[src/rtl/dm_pkg.sv]
// ---------------------------------------------------------------------------
// dm_pkg
// Shared definitions for the debug-module register file:
//   - register word addresses (data0, dmcontrol, dmstatus, abstractcs, progbuf0)
//   - dmcontrol / dmstatus / abstractcs bit positions and the version value
//   - Wishbone slave FSM state encoding
//   - helper functions that assemble the read-only status words
// ---------------------------------------------------------------------------
package dm_pkg;

    // Register word addresses (addr_i[6:0]; addr_i[31:7] must be zero)
    localparam logic [6:0] ADDR_DATA0      = 7'h04;
    localparam logic [6:0] ADDR_DMCONTROL  = 7'h10;
    localparam logic [6:0] ADDR_DMSTATUS   = 7'h11;
    localparam logic [6:0] ADDR_ABSTRACTCS = 7'h16;
    localparam logic [6:0] ADDR_PROGBUF0   = 7'h20;

    // dmcontrol bit positions
    localparam int DMCONTROL_DMACTIVE  = 0;
    localparam int DMCONTROL_NDMRESET  = 1;
    localparam int DMCONTROL_RESUMEREQ = 30;
    localparam int DMCONTROL_HALTREQ   = 31;

    // dmstatus bit positions
    localparam int DMSTATUS_VERSION_LSB   = 0;
    localparam int DMSTATUS_AUTHENTICATED = 7;
    localparam int DMSTATUS_ANYHALTED     = 8;
    localparam int DMSTATUS_ALLHALTED     = 9;
    localparam int DMSTATUS_ANYRUNNING    = 10;
    localparam int DMSTATUS_ALLRUNNING    = 11;

    // abstractcs field positions
    localparam int ABSTRACTCS_DATACOUNT_LSB   = 0;
    localparam int ABSTRACTCS_PROGBUFSIZE_LSB = 24;

    localparam logic [3:0] DM_VERSION = 4'd2;

    typedef enum logic [1:0] {
        ST_IDLE = 2'd0,
        ST_ACK  = 2'd1,
        ST_ERR  = 2'd2
    } dm_state_e;

    function automatic logic [31:0] dmcontrol_word(input logic haltreq,
                                                   input logic ndmreset,
                                                   input logic dmactive);
        logic [31:0] v;
        v = 32'h0000_0000;
        v[DMCONTROL_HALTREQ]  = haltreq;
        v[DMCONTROL_NDMRESET] = ndmreset;
        v[DMCONTROL_DMACTIVE] = dmactive;
        return v;
    endfunction

    // Single hart: "any" and "all" flags are the same status bit.
    function automatic logic [31:0] dmstatus_word(input logic halted,
                                                  input logic running);
        logic [31:0] v;
        v = 32'h0000_0000;
        v[DMSTATUS_ALLRUNNING]    = running;
        v[DMSTATUS_ANYRUNNING]    = running;
        v[DMSTATUS_ALLHALTED]     = halted;
        v[DMSTATUS_ANYHALTED]     = halted;
        v[DMSTATUS_AUTHENTICATED] = 1'b1;
        v[DMSTATUS_VERSION_LSB +: 4] = DM_VERSION;
        return v;
    endfunction

    function automatic logic [31:0] abstractcs_word(input logic [4:0] pbsize,
                                                    input logic [3:0] dcount);
        logic [31:0] v;
        v = 32'h0000_0000;
        v[ABSTRACTCS_PROGBUFSIZE_LSB +: 5] = pbsize;
        v[ABSTRACTCS_DATACOUNT_LSB +: 4]   = dcount;
        return v;
    endfunction

endpackage

[src/rtl/dm_data_bank.sv]
// ---------------------------------------------------------------------------
// dm_data_bank
// Bank of N 32-bit registers with one write port and one read port sharing
// the same index. Synchronous reset and synchronous clear both zero the bank.
// Ports:
//   i_clk    clock
//   i_rst    synchronous active-high reset
//   i_clr    synchronous clear of every entry
//   i_we     write enable for entry i_idx
//   i_idx    entry index (out-of-range index reads 0 and writes nothing)
//   i_wdata  write data
//   o_rdata  combinational read data of entry i_idx
// ---------------------------------------------------------------------------
module dm_data_bank #(
    parameter int N     = 2,
    parameter int IDX_W = 1
) (
    input  logic             i_clk,
    input  logic             i_rst,
    input  logic             i_clr,
    input  logic             i_we,
    input  logic [IDX_W-1:0] i_idx,
    input  logic [31:0]      i_wdata,
    output logic [31:0]      o_rdata
);

    logic [31:0] r_mem [N];

    // Storage: reset/clear dominate, otherwise write the addressed entry.
    always_ff @(posedge i_clk) begin
        if (i_rst || i_clr) begin
            for (int i = 0; i < N; i++) begin
                r_mem[i] <= 32'h0000_0000;
            end
        end else if (i_we) begin
            for (int i = 0; i < N; i++) begin
                if (i_idx == IDX_W'(i)) begin
                    r_mem[i] <= i_wdata;
                end
            end
        end
    end

    // Read mux: OR of the single matching entry, so an unused index reads 0.
    always_comb begin
        o_rdata = 32'h0000_0000;
        for (int i = 0; i < N; i++) begin
            o_rdata = o_rdata | ((i_idx == IDX_W'(i)) ? r_mem[i] : 32'h0000_0000);
        end
    end

endmodule

[src/rtl/wishbone_dm_regfile.sv]
// ---------------------------------------------------------------------------
// wishbone_dm_regfile
// Wishbone slave exposing a minimal debug-module register file:
//   data0..data(DATA_COUNT-1) @0x04, dmcontrol @0x10, dmstatus @0x11,
//   abstractcs @0x16, progbuf0.. @0x20 (only with WISHBONE_DM_PROGBUF_EN).
// Every transaction terminates one cycle after the strobe with ack_o (mapped)
// or err_o (unmapped); the bus must drop cyc_i and stb_i before the next one.
// Configuration macro:
//   WISHBONE_DM_PROGBUF_EN  defined   -> progbuf bank present, progbufsize = PROGBUF_SIZE
//                           undefined -> 0x20.. unmapped, progbufsize = 0
// Ports:
//   clk_i, rst_i                 clock, synchronous active-high reset
//   addr_i, we_i, data_i         word address, write strobe, write data
//   cyc_i, stb_i                 Wishbone cycle / strobe
//   data_o, ack_o, err_o         read data, normal / error termination
//   hart_halted_i/running_i      hart status reported in dmstatus
//   dmactive_o, ndmreset_o,
//   haltreq_o                    dmcontrol levels
//   resumereq_o                  one-cycle pulse after a resumereq write
// ---------------------------------------------------------------------------
module wishbone_dm_regfile
    import dm_pkg::*;
#(
    parameter int DATA_COUNT   = 2,
    parameter int PROGBUF_SIZE = 4
) (
    input  logic        clk_i,
    input  logic        rst_i,
    input  logic [31:0] addr_i,
    input  logic        we_i,
    input  logic [31:0] data_i,
    output logic [31:0] data_o,
    input  logic        cyc_i,
    input  logic        stb_i,
    output logic        ack_o,
    output logic        err_o,
    input  logic        hart_halted_i,
    input  logic        hart_running_i,
    output logic        dmactive_o,
    output logic        ndmreset_o,
    output logic        haltreq_o,
    output logic        resumereq_o
);

    localparam int         DIDX_W     = (DATA_COUNT > 1) ? $clog2(DATA_COUNT) : 1;
    localparam logic [6:0] L_DATA_END = ADDR_DATA0 + 7'(DATA_COUNT);

    if (DATA_COUNT < 1 || DATA_COUNT > 12) begin : g_bad_data_count
        $error("DATA_COUNT must be in 1..12");
    end
    if (PROGBUF_SIZE < 1 || PROGBUF_SIZE > 16) begin : g_bad_progbuf_size
        $error("PROGBUF_SIZE must be in 1..16");
    end

    dm_state_e   r_state;
    dm_state_e   w_state_nxt;
    logic        r_ack;
    logic        r_err;
    logic [31:0] r_data;
    logic        r_dmactive;
    logic        r_ndmreset;
    logic        r_haltreq;
    logic        r_resumereq;

    logic [6:0]        w_word;
    logic              w_hi_zero;
    logic              w_is_data;
    logic              w_is_pb;
    logic              w_is_dmcontrol;
    logic              w_is_dmstatus;
    logic              w_is_abstractcs;
    logic              w_mapped;
    logic              w_req;
    logic              w_commit;
    logic              w_wr;
    logic              w_ctl_wr;
    logic              w_ctl_update;
    logic              w_deactivate;
    logic              w_data_we;
    logic [DIDX_W-1:0] w_data_idx;
    logic [31:0]       w_data_rdata;
    logic [31:0]       w_pb_rdata;
    logic [31:0]       w_rdata;
    logic [4:0]        w_pbsize;

    // ---------------- address decode ----------------
    assign w_word          = addr_i[6:0];
    assign w_hi_zero       = (addr_i[31:7] == 25'd0);
    assign w_is_data       = w_hi_zero && (w_word >= ADDR_DATA0) && (w_word < L_DATA_END);
    assign w_is_dmcontrol  = w_hi_zero && (w_word == ADDR_DMCONTROL);
    assign w_is_dmstatus   = w_hi_zero && (w_word == ADDR_DMSTATUS);
    assign w_is_abstractcs = w_hi_zero && (w_word == ADDR_ABSTRACTCS);
    assign w_mapped        = w_is_data | w_is_pb | w_is_dmcontrol | w_is_dmstatus | w_is_abstractcs;
    assign w_data_idx      = DIDX_W'(w_word - ADDR_DATA0);

    // ---------------- commit qualifiers ----------------
    // A transaction is committed only on the IDLE->ACK edge; held ACK cycles
    // never reach this term, so they cannot rewrite anything.
    assign w_req        = cyc_i & stb_i;
    assign w_commit     = (r_state == ST_IDLE) & w_req & w_mapped;
    assign w_wr         = w_commit & we_i;
    assign w_ctl_wr     = w_wr & w_is_dmcontrol;
    // While inactive, a dmcontrol write only touches dmactive.
    assign w_ctl_update = w_ctl_wr & r_dmactive & data_i[DMCONTROL_DMACTIVE];
    assign w_deactivate = w_ctl_wr & r_dmactive & ~data_i[DMCONTROL_DMACTIVE];
    // Data/progbuf stay at zero while the module is inactive.
    assign w_data_we    = w_wr & w_is_data & r_dmactive;

    dm_data_bank #(
        .N     (DATA_COUNT),
        .IDX_W (DIDX_W)
    ) u_data_bank (
        .i_clk   (clk_i),
        .i_rst   (rst_i),
        .i_clr   (w_deactivate),
        .i_we    (w_data_we),
        .i_idx   (w_data_idx),
        .i_wdata (data_i),
        .o_rdata (w_data_rdata)
    );

`ifdef WISHBONE_DM_PROGBUF_EN
    localparam int         PIDX_W   = (PROGBUF_SIZE > 1) ? $clog2(PROGBUF_SIZE) : 1;
    localparam logic [6:0] L_PB_END = ADDR_PROGBUF0 + 7'(PROGBUF_SIZE);

    logic [PIDX_W-1:0] w_pb_idx;
    logic              w_pb_we;

    assign w_is_pb  = w_hi_zero && (w_word >= ADDR_PROGBUF0) && (w_word < L_PB_END);
    assign w_pb_idx = PIDX_W'(w_word - ADDR_PROGBUF0);
    assign w_pb_we  = w_wr & w_is_pb & r_dmactive;
    assign w_pbsize = 5'(PROGBUF_SIZE);

    dm_data_bank #(
        .N     (PROGBUF_SIZE),
        .IDX_W (PIDX_W)
    ) u_progbuf_bank (
        .i_clk   (clk_i),
        .i_rst   (rst_i),
        .i_clr   (w_deactivate),
        .i_we    (w_pb_we),
        .i_idx   (w_pb_idx),
        .i_wdata (data_i),
        .o_rdata (w_pb_rdata)
    );
`else
    assign w_is_pb    = 1'b0;
    assign w_pb_rdata = 32'h0000_0000;
    assign w_pbsize   = 5'd0;
`endif

    // Read mux for the addressed register (captured only at read commit).
    always_comb begin
        w_rdata = 32'h0000_0000;
        if (w_is_data) begin
            w_rdata = w_data_rdata;
        end else if (w_is_pb) begin
            w_rdata = w_pb_rdata;
        end else if (w_is_dmcontrol) begin
            w_rdata = dmcontrol_word(r_haltreq, r_ndmreset, r_dmactive);
        end else if (w_is_dmstatus) begin
            w_rdata = dmstatus_word(hart_halted_i, hart_running_i);
        end else if (w_is_abstractcs) begin
            w_rdata = abstractcs_word(w_pbsize, 4'(DATA_COUNT));
        end else begin
            w_rdata = 32'h0000_0000;
        end
    end

    // FSM next state: accept only from IDLE, release when cyc and stb drop.
    always_comb begin
        w_state_nxt = r_state;
        case (r_state)
            ST_IDLE: begin
                if (w_req) begin
                    w_state_nxt = w_mapped ? ST_ACK : ST_ERR;
                end else begin
                    w_state_nxt = ST_IDLE;
                end
            end
            ST_ACK, ST_ERR: begin
                if (!cyc_i && !stb_i) begin
                    w_state_nxt = ST_IDLE;
                end else begin
                    w_state_nxt = r_state;
                end
            end
            default: w_state_nxt = ST_IDLE;
        endcase
    end

    // FSM state register.
    always_ff @(posedge clk_i) begin
        if (rst_i) begin
            r_state <= ST_IDLE;
        end else begin
            r_state <= w_state_nxt;
        end
    end

    // Registered bus outputs: terminations follow the next state, read data
    // is captured at commit and held only while the FSM stays in ACK.
    always_ff @(posedge clk_i) begin
        if (rst_i) begin
            r_ack  <= 1'b0;
            r_err  <= 1'b0;
            r_data <= 32'h0000_0000;
        end else begin
            r_ack <= (w_state_nxt == ST_ACK);
            r_err <= (w_state_nxt == ST_ERR);
            if (w_commit && !we_i) begin
                r_data <= w_rdata;
            end else if (w_state_nxt == ST_ACK) begin
                r_data <= r_data;
            end else begin
                r_data <= 32'h0000_0000;
            end
        end
    end

    // dmcontrol state and the one-cycle resumereq pulse.
    always_ff @(posedge clk_i) begin
        if (rst_i) begin
            r_dmactive  <= 1'b0;
            r_ndmreset  <= 1'b0;
            r_haltreq   <= 1'b0;
            r_resumereq <= 1'b0;
        end else if (w_ctl_wr) begin
            r_dmactive <= data_i[DMCONTROL_DMACTIVE];
            if (w_ctl_update) begin
                r_haltreq   <= data_i[DMCONTROL_HALTREQ];
                r_ndmreset  <= data_i[DMCONTROL_NDMRESET];
                r_resumereq <= data_i[DMCONTROL_RESUMEREQ];
            end else begin
                r_haltreq   <= 1'b0;
                r_ndmreset  <= 1'b0;
                r_resumereq <= 1'b0;
            end
        end else begin
            r_resumereq <= 1'b0;
        end
    end

    assign ack_o       = r_ack;
    assign err_o       = r_err;
    assign data_o      = r_data;
    assign dmactive_o  = r_dmactive;
    assign ndmreset_o  = r_ndmreset;
    assign haltreq_o   = r_haltreq;
    assign resumereq_o = r_resumereq;

endmodule

[config.mk]
export PLATFORM = sky130hd
export DESIGN_NAME = wishbone_dm_regfile
export DESIGN_NICKNAME = d
export VERILOG_FILES = /design/src/rtl/dm_pkg.sv /design/src/rtl/dm_data_bank.sv /design/src/rtl/wishbone_dm_regfile.sv
export SDC_FILE = /design/constraint.sdc
export NUM_CORES = 1
export LEC_CHECK = 0
export CAP_MARGIN = 25
export CORE_UTILIZATION = 45
export CTS_BUF_LIST = sky130_fd_sc_hd__clkbuf_4
export CTS_CLUSTER_SIZE = 14
export DETAILED_ROUTE_END_ITERATION = 12
export PLACE_DENSITY = 0.79
export SKIP_LAST_GASP = 1
export SLEW_MARGIN = 20
export SYNTH_ARGS = -nofsm -noshare
export SYNTH_HDL_FRONTEND = slang
export SYNTH_SLANG_ARGS = --single-unit
export TNS_END_PERCENT = 5
[constraint.sdc]
create_clock -name clk_i -period 2.2 [get_ports clk_i]
set_input_delay 0.44 -clock clk_i [delete_from_list [all_inputs] [get_ports clk_i]]
set_output_delay 0.44 -clock clk_i [all_outputs]
set_load 0.03 [all_outputs]
==> out/qor.txt <==
Drt total wl = 9391 µm
Die X = 97.50 µm
Vias = 2929
Synth Net Count = 363
First-pass GRT wire length = 14450 µm
Met2 Use GR = 32.87%
Ratio of cells with drive above 1 in the final layout = 22.15%
Row cnt = 34
Flop pwr share = 61.5%
Leak = 2.312 nW
Worst Hold Slack = 0.4814 ns
CORE AREA = 0.008763 mm²
Dpl hpwl = 6342 µm
Violated checks = setup timing
Drt via density = 5.277
Largest net degree at the start of global routing = 35
Initial DRC Count = 179
Maxcap violations = 0
Clock Path Buffers = 2
I/O pins = 109
Ys async rst share = 0%
HP Class = flip-flop to flip-flop
Area growth from synthesis to layout = 46.49%
Antenna violations before repair = 0
Die Height = 97.50 µm
Die area = 0.009505 mm²
Busiest grt layer = met2
Pwr dens = 578.0 mW/mm²
Outcome = finished, violations left
Least-Margin Pin Slew = 0.5191 ns
Final Critical Period = 2.256 ns
Worst VDD drop = 0.3607 mV
Slew headroom = 65.39%
CP bufs+invs = 3
CP endpoint kind = flip-flop
Crit Path Max Fanout = 8
H-tree levels = 3
Post-synth EDFFs = 64
Synth area leader = edfxtp_1
Critical Path Source Type = primary input
Clk_lat worst skew = 0.46 ns
Slew Limit Fails = 0
Global-route track usage on met1 = 24.77%
Net load switching power = 0.7890 mW
Worst EP arrival = 2.57 ns
Initial Util = 46.83%
Vias in the first global route = 3023
Combinational power share = 8.9%
Fill count = 592
CP max stage cell = clkdlybuf4s50_1
Synthesized flop and latch total = 104
Maximum clock frequency = 443.4 MHz
Int Power = 2.686 mW
Most frequent cells after synthesis = edfxtp_1 (64), dfxtp_1 (40), and2_1 (35)
Final hold vios = 0
Critical path's largest stage delay = 0.47 ns
Primary FF master, synth = edfxtp_1
Clock power frac = 29.6%
Placer Congestion = 0.7807
DRC viols = 0
Post-Place Setup Slack = -0.5365 ns
Top cell type's share of synthesized area = 46.83%
Setup CP Type = primary input to flip-flop
Nets = 515
CTS Root Cell = clkbuf_4
M3 GR Usage = 2.806%
Port bufs = 108
Remaining antenna violation count after routing = 0
Top post-synthesis cells by area = edfxtp_1 (47%), dfxtp_1 (20%), mux2i_1 (7.6%), o2bb2ai_1 (5.5%), and2_1 (5.3%)
Switching share of power = 22.71%
Total gr overflow = 0
Register area share after synthesis = 66.34%
CTS tree = built
Gr usage total = 19.57%
Cell with the most instances after synthesis = edfxtp_1
RSZ-0062 raised after global routing = yes
Synthesis Warnings = 0
Setup ws final = -0.05551 ns
Final setup violation count = 63
WP data required = 2.51 ns
Average cell area after synthesis = 14.15 µm²
Total power = 3.475 mW
Kind of cell adding the most delay to the critical path = simple AND/OR/NAND/NOR gates
Mapped Area = 0.004104 mm²
Router iterations before antenna repair = 5
Syn Inst Count = 290
Hold-fix buffers, CTS = 0
CTS buffer count = 9
Worst-path cell chain = clkdlybuf4s50_1 > nor4b_2 > a22oi_2 > or4_4 > nor4b_4 > buf_6 > clkbuf_16 > and2_1
Wire per inst = 16.92 µm
Final period util = 102.5%
Clk_skew = 0.02097 ns
Clock Pin Slew Worst Setup and Hold Paths = 0.15 ns
Antenna diodes = 0
Clock sink count = 104
Post-synth cell types = 45
sequential cells by signal, indices dropped and copies added, names as in the netlist:
register           cells
u_data_bank.r_mem     64
data_o                32
r_state                2
ack_o                  1
dmactive_o             1
err_o                  1
haltreq_o              1
ndmreset_o             1
resumereq_o            1
cell families (layout without fill, tap and decap cells):
| family | after synthesis | in the layout | synth area share, % |
|---|---|---|---|
| flops | 104 | 104 | 66.34 |
| buf+inv | 17 | 174 | 1.799 |
| xor+xnor | 1 | 1 | 0.2135 |
| simple gates | 80 | 80 | 12.44 |
| fa+ha+maj | 2 | 2 | 0.6097 |
| compound gates | 54 | 54 | 10.76 |
| mux | 32 | 32 | 7.835 |
layer usage:
layer	part of all wire [%]	routed length, µm
met1	44	4108
met2	50	4710
met3	4.2	393
met4	1.9	178
met5	0	0
timing repair:
| item | in CTS | in global routing |
|---|---|---|
| setup endpoints to repair | 153 | 160 |
| pin swaps | 1 | 18 |
| gates cloned | 0 | 3 |
| setup buffers | 1 | 6 |
| gates resized for setup | 1 | 35 |
| hold endpoints to repair | 0 | 0 |
worst register-to-register path, delay by kind of cell (launching register included):
kind | cells | cell delay, ns
AND/OR/NAND/NOR | 5 | 1.21
buffers and inverters | 3 | 0.40
flip-flops | 1 | 0.37
adder cells (fa/ha/maj) | 1 | 0.13
metrics by stage:
step	setup TNS, ns	instance area (µm²)	instances	utilization (%)
global placement	-79.18	5633	529	64.28
global route	-7.657	6012	555	68.60
CTS	-2.048	5793	546	66.11
finish	-1.710	6012	555	68.60
floorplan	-0.4000	4144	290	-
detailed placement	-82.63	5633	529	64.28
power by group through the flow:
stage	combinational, mW	sequential, mW	clock [mW]
floorplan	0.0993	2.18	0
global placement	0.293	2.18	0
detailed placement	0.297	2.18	0
CTS	0.299	2.14	1.04
global route	0.330	2.14	1.13
finish	0.309	2.14	1.03
layout by cell type (no fill, tap or decap), drive strengths merged, types with 3 or more instances in the layout:
| cell type | netlist | layout |
|---|---|---|
| dfxtp | 40 | 40 |
| a31o | 3 | 3 |
| a22o | 3 | 3 |
| clkbuf | 5 | 12 |
| a31oi | 3 | 3 |
| buf | 9 | 46 |
| and2 | 35 | 35 |
| nand2 | 7 | 7 |
| mux2i | 31 | 31 |
| clkdlybuf4s50 | 0 | 97 |
| nor4 | 8 | 8 |
| inv | 3 | 6 |
| edfxtp | 64 | 64 |
| nor2 | 5 | 5 |
| nor3 | 5 | 5 |
| dlymetal6s2s | 0 | 10 |
| and3 | 4 | 4 |
| nand3 | 4 | 4 |
| o2bb2ai | 26 | 26 |
final cells by class:
class	instances	area, µm²	area share (%)
tap	108	135.1	2.248
clock inverter	6	73.82	1.228
sequential	104	2725	45.33
timing repair buffer	155	1559	25.93
inverter	3	11.26	0.1873
clock buffer	10	75.07	1.249
multi-input combinational	169	1433	23.83
final timing paths:
kind | slack, ns | cells past startpoint | to | from
max reg2reg | -0.04 | 9 | u_data_bank.r_mem[0][61]$_DFFE_PP_ | r_state[0]$_SDFF_PP0_
min | 0.48 | 1 | data_o[30]$_SDFFE_PP0P_ | data_o[30]$_SDFFE_PP0P_
min reg2reg | 0.48 | 1 | data_o[30]$_SDFFE_PP0P_ | data_o[30]$_SDFFE_PP0P_
max | -0.06 | 8 | u_data_bank.r_mem[0][61]$_DFFE_PP_ | addr_i[3]
No activity file was read; power rests on OpenSTA's default activity.
